## config.mk

```make
export PLATFORM = sky130hd
export DESIGN_NAME = alu_issue_wb_flat
export DESIGN_NICKNAME = d
export VERILOG_FILES = /design/src/rtl/alu_issue_wb_pkg.sv /design/src/rtl/alu_issue_wb_if.sv /design/src/rtl/alu_issue_wb_alu.sv /design/src/rtl/alu_issue_wb.sv /design/src/flat_wrapper.sv
export SDC_FILE = /design/constraint.sdc
export NUM_CORES = 2
export LEC_CHECK = 0
export ABC_CLOCK_PERIOD_IN_PS = 18210
export BUFFER_PORTS_ARGS = -buffer_cell sky130_fd_sc_hd__buf_2
export CAP_MARGIN = 20
export CORE_ASPECT_RATIO = 1.2
export CORE_UTILIZATION = 55
export CTS_BUF_LIST = sky130_fd_sc_hd__clkbuf_2
export CTS_CLUSTER_SIZE = 28
export DETAILED_ROUTE_END_ITERATION = 8
export PLACE_DENSITY_LB_ADDON = 0.1
export SETUP_SLACK_MARGIN = 0.4
export SYNTH_ARGS = -nofsm -noshare
export SYNTH_HDL_FRONTEND = slang
export SYNTH_SLANG_ARGS = --single-unit
export TNS_END_PERCENT = 100
```

## constraint.sdc

```tcl
create_clock -name clk -period 18.21 [get_ports clk]
set_input_delay 0.9105 -clock clk [delete_from_list [all_inputs] [get_ports clk]]
set_output_delay 0.9105 -clock clk [all_outputs]
set_load 0.01 [all_outputs]
```

## src/rtl/alu_issue_wb_pkg.sv

```systemverilog
// Shared ALU op codes, default widths and small helpers for the issue/writeback slice.
package alu_issue_wb_pkg;

  localparam int unsigned PKG_DATAPATH_WIDTH = 64;
  localparam int unsigned PKG_REG_ADDR_WIDTH = 5;
  localparam int unsigned PKG_IMM_WIDTH      = 16;
  localparam int unsigned ALU_OP_WIDTH       = 4;

  typedef enum logic [ALU_OP_WIDTH-1:0] {
    ALU_ADD = 4'd0,
    ALU_SUB = 4'd1,
    ALU_AND = 4'd2,
    ALU_OR  = 4'd3,
    ALU_XOR = 4'd4
  } alu_op_e;

  localparam logic [ALU_OP_WIDTH-1:0] ALU_OP_MAX = 4'd4;

  // Op codes above ALU_OP_MAX produce a zero result and never write the register file.
  function automatic logic op_legal(input logic [ALU_OP_WIDTH-1:0] op);
    return (op <= ALU_OP_MAX);
  endfunction

endpackage

```

## src/rtl/alu_issue_wb_if.sv

```systemverilog
// Op-issue channel from the decoder and result channel to the consumer.
interface alu_issue_wb_if
  import alu_issue_wb_pkg::*;
#(
  parameter int unsigned DATAPATH_WIDTH = PKG_DATAPATH_WIDTH,
  parameter int unsigned REG_ADDR_WIDTH = PKG_REG_ADDR_WIDTH,
  parameter int unsigned IMM_WIDTH      = PKG_IMM_WIDTH
) ();

  logic                      in_valid;
  logic                      in_ready;
  logic [ALU_OP_WIDTH-1:0]   in_op;
  logic [REG_ADDR_WIDTH-1:0] in_rd;
  logic [REG_ADDR_WIDTH-1:0] in_rs1;
  logic [REG_ADDR_WIDTH-1:0] in_rs2;
  logic                      in_use_imm;
  logic [IMM_WIDTH-1:0]      in_imm;

  logic                      res_valid;
  logic                      res_ready;
  logic [DATAPATH_WIDTH-1:0] res_data;
  logic [REG_ADDR_WIDTH-1:0] res_rd;
  logic                      res_illegal;

  // Upstream decoder and downstream consumer side.
  modport master (
    output in_valid, in_op, in_rd, in_rs1, in_rs2, in_use_imm, in_imm,
    input  in_ready,
    input  res_valid, res_data, res_rd, res_illegal,
    output res_ready
  );

  // Issue/writeback stage side.
  modport slave (
    input  in_valid, in_op, in_rd, in_rs1, in_rs2, in_use_imm, in_imm,
    output in_ready,
    output res_valid, res_data, res_rd, res_illegal,
    input  res_ready
  );

endinterface

```

## src/rtl/alu_issue_wb_alu.sv

```systemverilog
// Combinational ALU: add/sub/and/or/xor, wrapping arithmetic, zero for unknown ops.
module alu_issue_wb_alu
  import alu_issue_wb_pkg::*;
#(
  parameter int unsigned DATAPATH_WIDTH = PKG_DATAPATH_WIDTH
) (
  input  logic [ALU_OP_WIDTH-1:0]   i_op,
  input  logic [DATAPATH_WIDTH-1:0] i_a,
  input  logic [DATAPATH_WIDTH-1:0] i_b,
  output logic [DATAPATH_WIDTH-1:0] o_y_c
);

  // Operation select; illegal codes fall through to zero.
  always_comb begin
    o_y_c = '0;
    case (i_op)
      ALU_ADD: o_y_c = i_a + i_b;
      ALU_SUB: o_y_c = i_a - i_b;
      ALU_AND: o_y_c = i_a & i_b;
      ALU_OR:  o_y_c = i_a | i_b;
      ALU_XOR: o_y_c = i_a ^ i_b;
      default: o_y_c = '0;
    endcase
  end

endmodule

```

## src/rtl/alu_issue_wb.sv

```systemverilog
// Issue/writeback stage: ISSUE (regfile read + forward) -> EX (ALU) -> RES (registered result).
module alu_issue_wb
  import alu_issue_wb_pkg::*;
#(
  parameter int unsigned DATAPATH_WIDTH = PKG_DATAPATH_WIDTH,
  parameter int unsigned REG_ADDR_WIDTH = PKG_REG_ADDR_WIDTH,
  parameter int unsigned IMM_WIDTH      = PKG_IMM_WIDTH
) (
  input  logic          clk,
  input  logic          reset,
  alu_issue_wb_if.slave io_bus
);

  localparam int unsigned NUM_REGS = 2 ** REG_ADDR_WIDTH;
  localparam int unsigned EXT_W    = DATAPATH_WIDTH - IMM_WIDTH;

  logic [DATAPATH_WIDTH-1:0] r_regs [NUM_REGS];

  logic                      r_ex_valid;
  logic [ALU_OP_WIDTH-1:0]   r_ex_op;
  logic [REG_ADDR_WIDTH-1:0] r_ex_rd;
  logic [DATAPATH_WIDTH-1:0] r_ex_a;
  logic [DATAPATH_WIDTH-1:0] r_ex_b;

  logic                      r_res_valid;
  logic [DATAPATH_WIDTH-1:0] r_res_data;
  logic [REG_ADDR_WIDTH-1:0] r_res_rd;
  logic                      r_res_illegal;

  logic                      w_advance;
  logic                      w_in_ready;
  logic                      w_accept;
  logic                      w_ex_move;
  logic                      w_ex_legal;
  logic                      w_fwd_ok;
  logic [DATAPATH_WIDTH-1:0] w_alu_y;
  logic [DATAPATH_WIDTH-1:0] w_imm_ext;
  logic [DATAPATH_WIDTH-1:0] w_op_a;
  logic [DATAPATH_WIDTH-1:0] w_op_b;

  assign w_advance  = !r_res_valid || io_bus.res_ready;
  assign w_in_ready = !reset && (w_advance || !r_ex_valid);
  assign w_accept   = io_bus.in_valid && w_in_ready;
  assign w_ex_move  = r_ex_valid && w_advance;
  assign w_ex_legal = op_legal(r_ex_op);
  assign w_fwd_ok   = r_ex_valid && w_ex_legal;
  assign w_imm_ext  = {{EXT_W{io_bus.in_imm[IMM_WIDTH-1]}}, io_bus.in_imm};

  assign io_bus.in_ready    = w_in_ready;
  assign io_bus.res_valid   = r_res_valid;
  assign io_bus.res_data    = r_res_data;
  assign io_bus.res_rd      = r_res_rd;
  assign io_bus.res_illegal = r_res_illegal;

  alu_issue_wb_alu #(
    .DATAPATH_WIDTH (DATAPATH_WIDTH)
  ) u_alu (
    .i_op  (r_ex_op),
    .i_a   (r_ex_a),
    .i_b   (r_ex_b),
    .o_y_c (w_alu_y)
  );

  // Operand A: r0 is zero, otherwise forward a legal in-flight EX result or read the regfile.
  always_comb begin
    w_op_a = '0;
    if (io_bus.in_rs1 != '0) begin
      if (w_fwd_ok && (r_ex_rd == io_bus.in_rs1)) w_op_a = w_alu_y;
      else                                        w_op_a = r_regs[io_bus.in_rs1];
    end
  end

  // Operand B: immediate wins over rs2; otherwise same rules as operand A.
  always_comb begin
    w_op_b = '0;
    if (io_bus.in_use_imm) begin
      w_op_b = w_imm_ext;
    end else if (io_bus.in_rs2 != '0) begin
      if (w_fwd_ok && (r_ex_rd == io_bus.in_rs2)) w_op_b = w_alu_y;
      else                                        w_op_b = r_regs[io_bus.in_rs2];
    end
  end

  // EX stage registers: load on accept, drain when the result moves on.
  always_ff @(posedge clk) begin
    if (reset) begin
      r_ex_valid <= 1'b0;
      r_ex_op    <= '0;
      r_ex_rd    <= '0;
      r_ex_a     <= '0;
      r_ex_b     <= '0;
    end else if (w_accept) begin
      r_ex_valid <= 1'b1;
      r_ex_op    <= io_bus.in_op;
      r_ex_rd    <= io_bus.in_rd;
      r_ex_a     <= w_op_a;
      r_ex_b     <= w_op_b;
    end else if (w_ex_move) begin
      r_ex_valid <= 1'b0;
    end
  end

  // RES stage: capture ALU output on EX->RES, clear once the consumer takes it.
  always_ff @(posedge clk) begin
    if (reset) begin
      r_res_valid   <= 1'b0;
      r_res_data    <= '0;
      r_res_rd      <= '0;
      r_res_illegal <= 1'b0;
    end else if (w_ex_move) begin
      r_res_valid   <= 1'b1;
      r_res_data    <= w_alu_y;
      r_res_rd      <= r_ex_rd;
      r_res_illegal <= !w_ex_legal;
    end else if (r_res_valid && io_bus.res_ready) begin
      r_res_valid   <= 1'b0;
    end
  end

  // Register file write-back on the EX->RES edge; r0 and illegal ops never write.
  always_ff @(posedge clk) begin
    if (reset) begin
      for (int i = 0; i < int'(NUM_REGS); i++) r_regs[i] <= '0;
    end else if (w_ex_move && w_ex_legal && (r_ex_rd != '0)) begin
      r_regs[r_ex_rd] <= w_alu_y;
    end
  end

endmodule

```

## src/flat_wrapper.sv

```systemverilog
// flat-port wrapper written by rule: the top's interface ports become plain ports
module alu_issue_wb_flat import alu_issue_wb_pkg::*;
#(
  parameter int unsigned DATAPATH_WIDTH = PKG_DATAPATH_WIDTH,
  parameter int unsigned REG_ADDR_WIDTH = PKG_REG_ADDR_WIDTH,
  parameter int unsigned IMM_WIDTH      = PKG_IMM_WIDTH
)
  (clk, reset, io_bus_in_valid, io_bus_in_op, io_bus_in_rd, io_bus_in_rs1, io_bus_in_rs2, io_bus_in_use_imm, io_bus_in_imm, io_bus_in_ready, io_bus_res_valid, io_bus_res_data, io_bus_res_rd, io_bus_res_illegal, io_bus_res_ready);
  alu_issue_wb_if #(.DATAPATH_WIDTH(DATAPATH_WIDTH), .REG_ADDR_WIDTH(REG_ADDR_WIDTH), .IMM_WIDTH(IMM_WIDTH)) io_bus_i ();
  input  logic clk;
  input  logic reset;
  input wire logic [$bits(io_bus_i.in_valid)-1:0] io_bus_in_valid;
  input wire logic [$bits(io_bus_i.in_op)-1:0] io_bus_in_op;
  input wire logic [$bits(io_bus_i.in_rd)-1:0] io_bus_in_rd;
  input wire logic [$bits(io_bus_i.in_rs1)-1:0] io_bus_in_rs1;
  input wire logic [$bits(io_bus_i.in_rs2)-1:0] io_bus_in_rs2;
  input wire logic [$bits(io_bus_i.in_use_imm)-1:0] io_bus_in_use_imm;
  input wire logic [$bits(io_bus_i.in_imm)-1:0] io_bus_in_imm;
  output wire logic [$bits(io_bus_i.in_ready)-1:0] io_bus_in_ready;
  output wire logic [$bits(io_bus_i.res_valid)-1:0] io_bus_res_valid;
  output wire logic [$bits(io_bus_i.res_data)-1:0] io_bus_res_data;
  output wire logic [$bits(io_bus_i.res_rd)-1:0] io_bus_res_rd;
  output wire logic [$bits(io_bus_i.res_illegal)-1:0] io_bus_res_illegal;
  input wire logic [$bits(io_bus_i.res_ready)-1:0] io_bus_res_ready;
  assign io_bus_i.in_valid = io_bus_in_valid;
  assign io_bus_i.in_op = io_bus_in_op;
  assign io_bus_i.in_rd = io_bus_in_rd;
  assign io_bus_i.in_rs1 = io_bus_in_rs1;
  assign io_bus_i.in_rs2 = io_bus_in_rs2;
  assign io_bus_i.in_use_imm = io_bus_in_use_imm;
  assign io_bus_i.in_imm = io_bus_in_imm;
  assign io_bus_in_ready = io_bus_i.in_ready;
  assign io_bus_res_valid = io_bus_i.res_valid;
  assign io_bus_res_data = io_bus_i.res_data;
  assign io_bus_res_rd = io_bus_i.res_rd;
  assign io_bus_res_illegal = io_bus_i.res_illegal;
  assign io_bus_i.res_ready = io_bus_res_ready;
  alu_issue_wb #(.DATAPATH_WIDTH(DATAPATH_WIDTH), .REG_ADDR_WIDTH(REG_ADDR_WIDTH), .IMM_WIDTH(IMM_WIDTH)) u_core (.clk(clk), .reset(reset), .io_bus(io_bus_i));
endmodule
```

Yosys cells after proc, flatten, opt, wreduce, memory -nomap -nowiden:

Memory sizes are Yosys's and may differ from the RTL's.
Index checks and enable logic that the tools add are counted.

* ROM bits: 0
* input bits: 40
* bits in writable memories: 2048
* memories: 1
* output and inout port bits: 72
* register bits: 209
* latch bits: 0

* divide/modulo/power cells: 0
* multipliers: 0
* $add $sub $neg: 2
* magnitude comparators: 1
* bitwise gates (word level): 3
* reductions and logical operators: 22
* equal/unequal tests: 6
* shift operators: 0
* multiplexer cells: 18

Memories
* u_core.r_regs: depth 32, bits a word 64, rd ports 2, clocked after Yosys merged registers in 0, write ports 32, line alu_issue_wb.sv:17 `logic [DATAPATH_WIDTH-1:0] r_regs [NUM_REGS];`

Operator list (count)
* $mux 64: 6
* $pmux 64 s5: 1
* $add 64x64->64: 1
* $and 64x64->64: 1
* $or 64x64->64: 1
* $reduce_or 64->1: 1
* $sub 64x64->64: 1
* $xor 64x64->64: 1
* $reduce_bool 5->1: 3
* $eq 5x5->1: 2
* $mux 1: 10
* $logic_and 1x1->1: 9
* $eq 4x2->1 const B: 2
* $mux 5: 1
* $eq 4x1->1 const B: 1
* $eq 4x3->1 const B: 1
* $le 4x3->1 const B: 1
* $logic_not 1->1: 4
* $logic_not 4->1: 1
* $reduce_bool 2->1: 2
* $logic_or 1x1->1: 2

Depth between registers and ports, before layout:

* word-level depth: 10
* depth in mapped cells: 25
* depth with buffers taken out: 23

Hierarchy:

From an unflattened synthesis, not the netlist that was laid out.

* cell total of the unflattened synthesis: 8698
* area, all modules: 122925.4 um^2

By module, submodules not included
* alu_issue_wb: cells each 7550, times used 1, area an instance 114717.5 um^2
* alu_issue_wb_alu: cells each 1148, times used 1, area an instance 8207.9 um^2

Worst setup path after synthesis:

No wires, ideal clock.

* path kind: register -> register
* start point: register u_core.r_ex_b[38]
* end point: memory u_core.r_regs[10][61] (netlist bit), data pin
* setup slack: 12.346 ns
* clock period less this slack: 5.864 ns
* data arrival time: 5.598 ns
* stages on the path, launching flop included: 22
* cell sequence: dfxtp_1 > or4_4 > or3_1 > or3_4 > or4_4 > or4_1 > buf_2 > nor2_1 > nor2_1 > xnor2_1 > ha_1 > clkbuf_1 > nand2_1 > or3_1 > or3_1 > or3_1 > o2111ai_1 > a21oi_1 > xnor2_1 > a21oi_1 > clkbuf_1 > nor2_1

RTL lines
* start, declared: line alu_issue_wb.sv:23 `logic [DATAPATH_WIDTH-1:0] r_ex_b;`
* start signal, assigned: line alu_issue_wb.sv:97 `r_ex_b <= w_op_b;`
* end, declared: line alu_issue_wb.sv:17

Worst setup path in the final report:

* start point: register u_core.r_ex_op[1]
* end point: register u_core.r_ex_a[62]

* cells in the longest elaborated chain, start to end: 5
* elaborated cells on any way between the ends: 11
* classes of those cells: 1 x order compare; 4 x eq/ne; 3 x mux; 3 x reduce/logical

Ends and longest elaborated chain
* start, declared: line alu_issue_wb.sv:20 `logic [ALU_OP_WIDTH-1:0] r_ex_op;`
* start signal, assigned: line alu_issue_wb.sv:94 `r_ex_op <= io_bus.in_op;`
* $le 4x3->1: line alu_issue_wb_pkg.sv:21 `return (op <= ALU_OP_MAX);`
* $logic_and 1x1->1: line alu_issue_wb.sv:46 `assign w_fwd_ok = r_ex_valid && w_ex_legal;`
* $logic_and 1x1->1: line alu_issue_wb.sv:68 `if (w_fwd_ok && (r_ex_rd == io_bus.in_rs1)) w_op_a = w_alu_y;`
* $mux 64 (*): line alu_issue_wb.sv:68
* $mux 64 (*): line alu_issue_wb.sv:67 `if (io_bus.in_rs1 != '0) begin`
* end signal, assigned: line alu_issue_wb.sv:96 `r_ex_a <= w_op_a;`
* end, declared: line alu_issue_wb.sv:22 `logic [DATAPATH_WIDTH-1:0] r_ex_a;`

Mark *: on every way between the ends. The rest lies on a longest branch, timed or not.
A chain may end at the register's enable or synchronous reset.

==> results by group <==
Status
  – Outcome: complete, no violations

Global routing
  – Antenna violations before repair: 17
  – Largest net degree at the start of global routing: 122
  – Met3 Resource Use GR: 0.110
  – First-pass GRT wire length: 619,000 um
  – Met2 global-route usage: 0.628
  – Gr usage total: 0.405
  – Vias in the first global route: 85,200
  – Remaining global-route overflow: 0
  – Grt met1 use: 0.514
  – Busiest grt layer: met2

Yosys
  – Sequential share of the synthesized area: 0.551
  – Mapped Area: 119,000 um^2
  – Ys async rst share: 0
  – Yosys warns: 0
  – Post-synth EDFFs: 2,048
  – Mapped Avg Cell Area: 13.9 um^2
  – Seq cells post-synth: 2,257
  – Most common flop cell mapped by yosys: edfxtp_1
  – Netlist cell types: 79
  – Mapped Cells: 8,563

Worst setup path
  – Arrival @ worst endpoint: 8.93 ns
  – Critical Path Start: u_core.r_ex_op[1]$_SDFFE_PP0P_
  – Req. time, crit path: 19.95 ns
  – CP Cell Sequence: nor3_2, buf_4, and2_2, a21oi_1, xnor2_1, ha_1, nand4_1, nor2_1, nor4b_1, nor4_1, o311a_1, a2111oi_0, o21ai_0, nand4_1, nor3b_2, buf_4, nand2_1, a32o_1
  – Critical path's largest stage delay: 0.98 ns
  – Crit path max-delay family: simple AND/OR/NAND/NOR gates
  – Crit-path max FO: 38
  – WP buf/inv: 2
  – Setup crit start kind: flip-flop
  – Crit end category: flip-flop
  – R2R Path Start: u_core.r_ex_op[1]$_SDFFE_PP0P_
  – Flop2flop setup slack: 11.02 ns
  – Worst Reg-to-Reg Cells: 18
  – FF-to-FF End: u_core.r_ex_a[62]$_SDFFE_PP0P_
  – Slowest CP cell: and2_2
  – Worst setup path category: reg -> reg

Timing
  – Setup TNS Final: 0 ns
  – Fin crit period: 7.19 ns
  – Worst slew margin: 0.135
  – Actual slew at the worst max-slew pin: 1.30 ns
  – Max Freq: 0.139 GHz
  – RSZ-0062 raised after global routing: false
  – Max-slew violations: 0
  – Setup-failing EPs final: 0
  – Final hold viol count: 0
  – Clock skew: 0.149 ns
  – Crit share post-route: 0.395

Worst hold path
  – Hold Path Origin: io_bus_in_rs1[0]
  – Hold depth: 5
  – Hold endpoint: u_core.r_ex_a[55]$_SDFFE_PP0P_
  – Min-delay worst type: in -> reg

Placed design
  – RePlAce Congestion: 0.973
  – Placed cell area: 124,000 um^2
  – Post-detail-place hpwl: 247,000 um
  – Dpl cells: 10,900
  – Port buffer count: 111

Die
  – Die Ht: 512 um
  – I/O pin cnt: 112
  – Num rows: 186
  – Horiz. Die Dim: 427 um
  – Initial Util: 0.555
  – Core ar.: 215,000 um^2
  – DIE AREA: 219,000 um^2

Drt
  – 1st-pass router iterations: 6
  – Post-Route WL: 444,000 um
  – Number of routed nets with antenna violations: 0
  – Vias/cell: 7.12
  – Drt drc: 0
  – Vias after detailed routing: 85,500
  – Detailed Route Iter0 Violations: 12,600
  – WL/cell: 37.0 um

Power
  – Seq pwr share: 0.501
  – Worst VDD drop: 0.0635 mV
  – Switching power: 0.00387 W
  – Power Internal: 0.00808 W
  – Clock share of power: 0.303
  – Total leakage power: 46.2 nW
  – Switching share of total power: 0.324
  – Pwr dens: 91.9 nW/um^2
  – Gate power share: 0.197

Final layout
  – Fillers: 16,700
  – Fin cells: 12,000
  – Synthesis-to-layout area growth: 8.95%
  – Finished Cell Area: 130,000 um^2
  – Final nets: 8,992
  – Share of cells above drive strength 1: 0.298

Clock tree
  – CTS Root Buffer Type: clkbuf_2
  – Htree depth: 6
  – Worst-Skew Late Latency: 1.95 ns
  – Clock tree sinks: 2,257
  – Max Root-Sink Buffers: 4
  – TritonCTS clock tree: yes
  – CTS Buf Count: 579
  – Worst-path clk slew: 0.11 ns
  – Setup Fix Bufs, Post-CTS: 0

Job
  – Max_cap viols: 0
## registers in the layout (all words and copies together), names as in the netlist
signal / cells
u_core.r_regs: 2048
u_core.io_bus.res_illegal: 1
u_core.r_ex_a: 64
u_core.r_ex_rd: 5
u_core.io_bus.res_rd: 5
u_core.io_bus.res_valid: 1
u_core.r_ex_valid: 1
u_core.r_ex_op: 4
u_core.r_ex_b: 64
u_core.io_bus.res_data: 64
## worst max path at each step
stage | cells after the start | slack [ns] | endpoint
after global routing | 25 | 10.53 | u_core.r_ex_a[62]$_SDFFE_PP0P_
final | 18 | 11.02 | u_core.r_ex_a[62]$_SDFFE_PP0P_
after detailed placement | 18 | 11.09 | u_core.r_ex_b[58]$_SDFFE_PP0P_
after global placement | 17 | 11.00 | u_core.r_ex_a[61]$_SDFFE_PP0P_
after floorplan | 21 | 12.35 | u_core.r_regs[10][61]$_SDFFCE_PN0P_
after CTS | 18 | 11.13 | u_core.r_ex_a[62]$_SDFFE_PP0P_
## cells in the final DEF, fill, tap and decap left out, types with 16 or more instances in the layout
master / synthesis / final
nand3_1: 55 / 53
o21a_1: 21 / 21
nor2_1: 2141 / 2133
mux2i_1: 112 / 112
a32o_1: 33 / 33
dlygate4sd3_1: 0 / 102
nand4_1: 36 / 36
nor2_2: 30 / 36
inv_1: 150 / 150
nor3_1: 30 / 28
mux4_2: 1280 / 1280
nand2_4: 0 / 63
xor2_1: 20 / 20
clkbuf_2: 0 / 863
a32oi_1: 35 / 35
xnor2_1: 99 / 99
a31oi_1: 37 / 33
a21oi_1: 200 / 189
a211oi_1: 72 / 72
dfxtp_1: 209 / 209
a221oi_4: 0 / 38
nand2_1: 398 / 334
or3_1: 16 / 16
ha_1: 192 / 192
clkinv_1: 1 / 83
buf_2: 1 / 101
conb_1: 1 / 64
a21o_1: 37 / 37
buf_4: 0 / 211
edfxtp_1: 2048 / 2048
o21ai_0: 160 / 160
## final cells by class
type	count	area, um^2	share of cell area
clock buffers	863	4320	0.0332
inverters	151	572	0.00440
diodes	11	27.5	0.000212
repair buffers	443	3660	0.0282
multi-input cells	5327	51300	0.395
well taps	2820	3530	0.0271
clock inverters	131	873	0.00672
flip-flops and latches	2257	65700	0.505
## timing repair
item	in CTS	in global routing
resized for setup	0	0
hold buffers	102	0
hold endpoints to repair	227	0
## cells in the mapped netlist (8+ instances only)
library cell,count,area (um^2)
nor2_1,2141,8040
edfxtp_1,2048,61500
mux4_2,1280,28800
clkbuf_1,724,2720
nand2_1,398,1490
dfxtp_1,209,4180
a21oi_1,200,1000
ha_1,192,2400
buf_1,163,612
o21ai_0,160,801
inv_1,150,563
mux2i_1,112,1120
xnor2_1,99,867
a211oi_1,72,541
nand3_1,55,275
a221oi_1,46,403
a21o_1,37,278
a31oi_1,37,231
nand4_1,36,225
a32oi_1,35,307
a32o_1,33,330
nor2_2,30,188
nor3_1,30,150
o21a_1,21,158
xor2_1,20,175
or3_1,16,100
a221o_1,15,150
mux2_2,15,169
nor2b_1,14,87.6
o21bai_1,14,105
o31ai_1,12,90.1
and2_1,11,68.8
and3_1,9,56.3
nor4_1,9,56.3
o221ai_1,9,78.8
a211o_1,8,70.1
nor3b_1,8,60.1
## metrics by stage
| stage | power, W | setup WS, ns | utilization | hold WS [ns] |
|---|---|---|---|---|
| final | 0.0119 | 11.02 | 0.605 | 0.264 |
| after CTS | 0.0119 | 11.13 | 0.605 | 0.0639 |
| after detailed placement | 0.00838 | 11.09 | 0.576 | 0.452 |
| after global routing | 0.0123 | 10.53 | 0.605 | 0.234 |
| after floorplan | 0.00752 | 12.35 | - | 0.471 |
| after global placement | 0.00834 | 11.00 | 0.575 | 0.447 |
## per-layer routing
layer,wire (um),vias to the layer above
met5,21,-
met4,29300,4
met3,59300,1548
met2,207000,7136
met1,148000,43500
li1,-,33300
## tightest hold or removal path: stages
cell      delay [ns]
buf_8           0.27
mux4_2          0.44
mux4_2          0.23
mux2i_1         0.08
o221ai_1        0.15
## cells by family (layout without fill, tap and decap cells)
group,after synthesis,count (layout),share of synthesized area
and+or+nand+nor,2786,2786,0.0925
DFF,2257,2257,0.551
muxes,1407,1407,0.252
buffers and inverters,1042,1588,0.0330
AOI/OAI and AO/OA,757,757,0.0424
adders and majority gates,193,193,0.0203
xor gates and xnor gates,120,120,0.00887
other,1,75,0.0000314
## power groups by stage
stage | combinational [W] | sequential [W] | clock [W]
finish | 0.00235 | 0.00598 | 0.00361
global route | 0.00245 | 0.00600 | 0.00386
global placement | 0.00227 | 0.00607 | 0
detailed placement | 0.00228 | 0.00609 | 0
CTS | 0.00231 | 0.00597 | 0.00362
floorplan | 0.00147 | 0.00605 | 0
(Power assumes the default switching activity.)
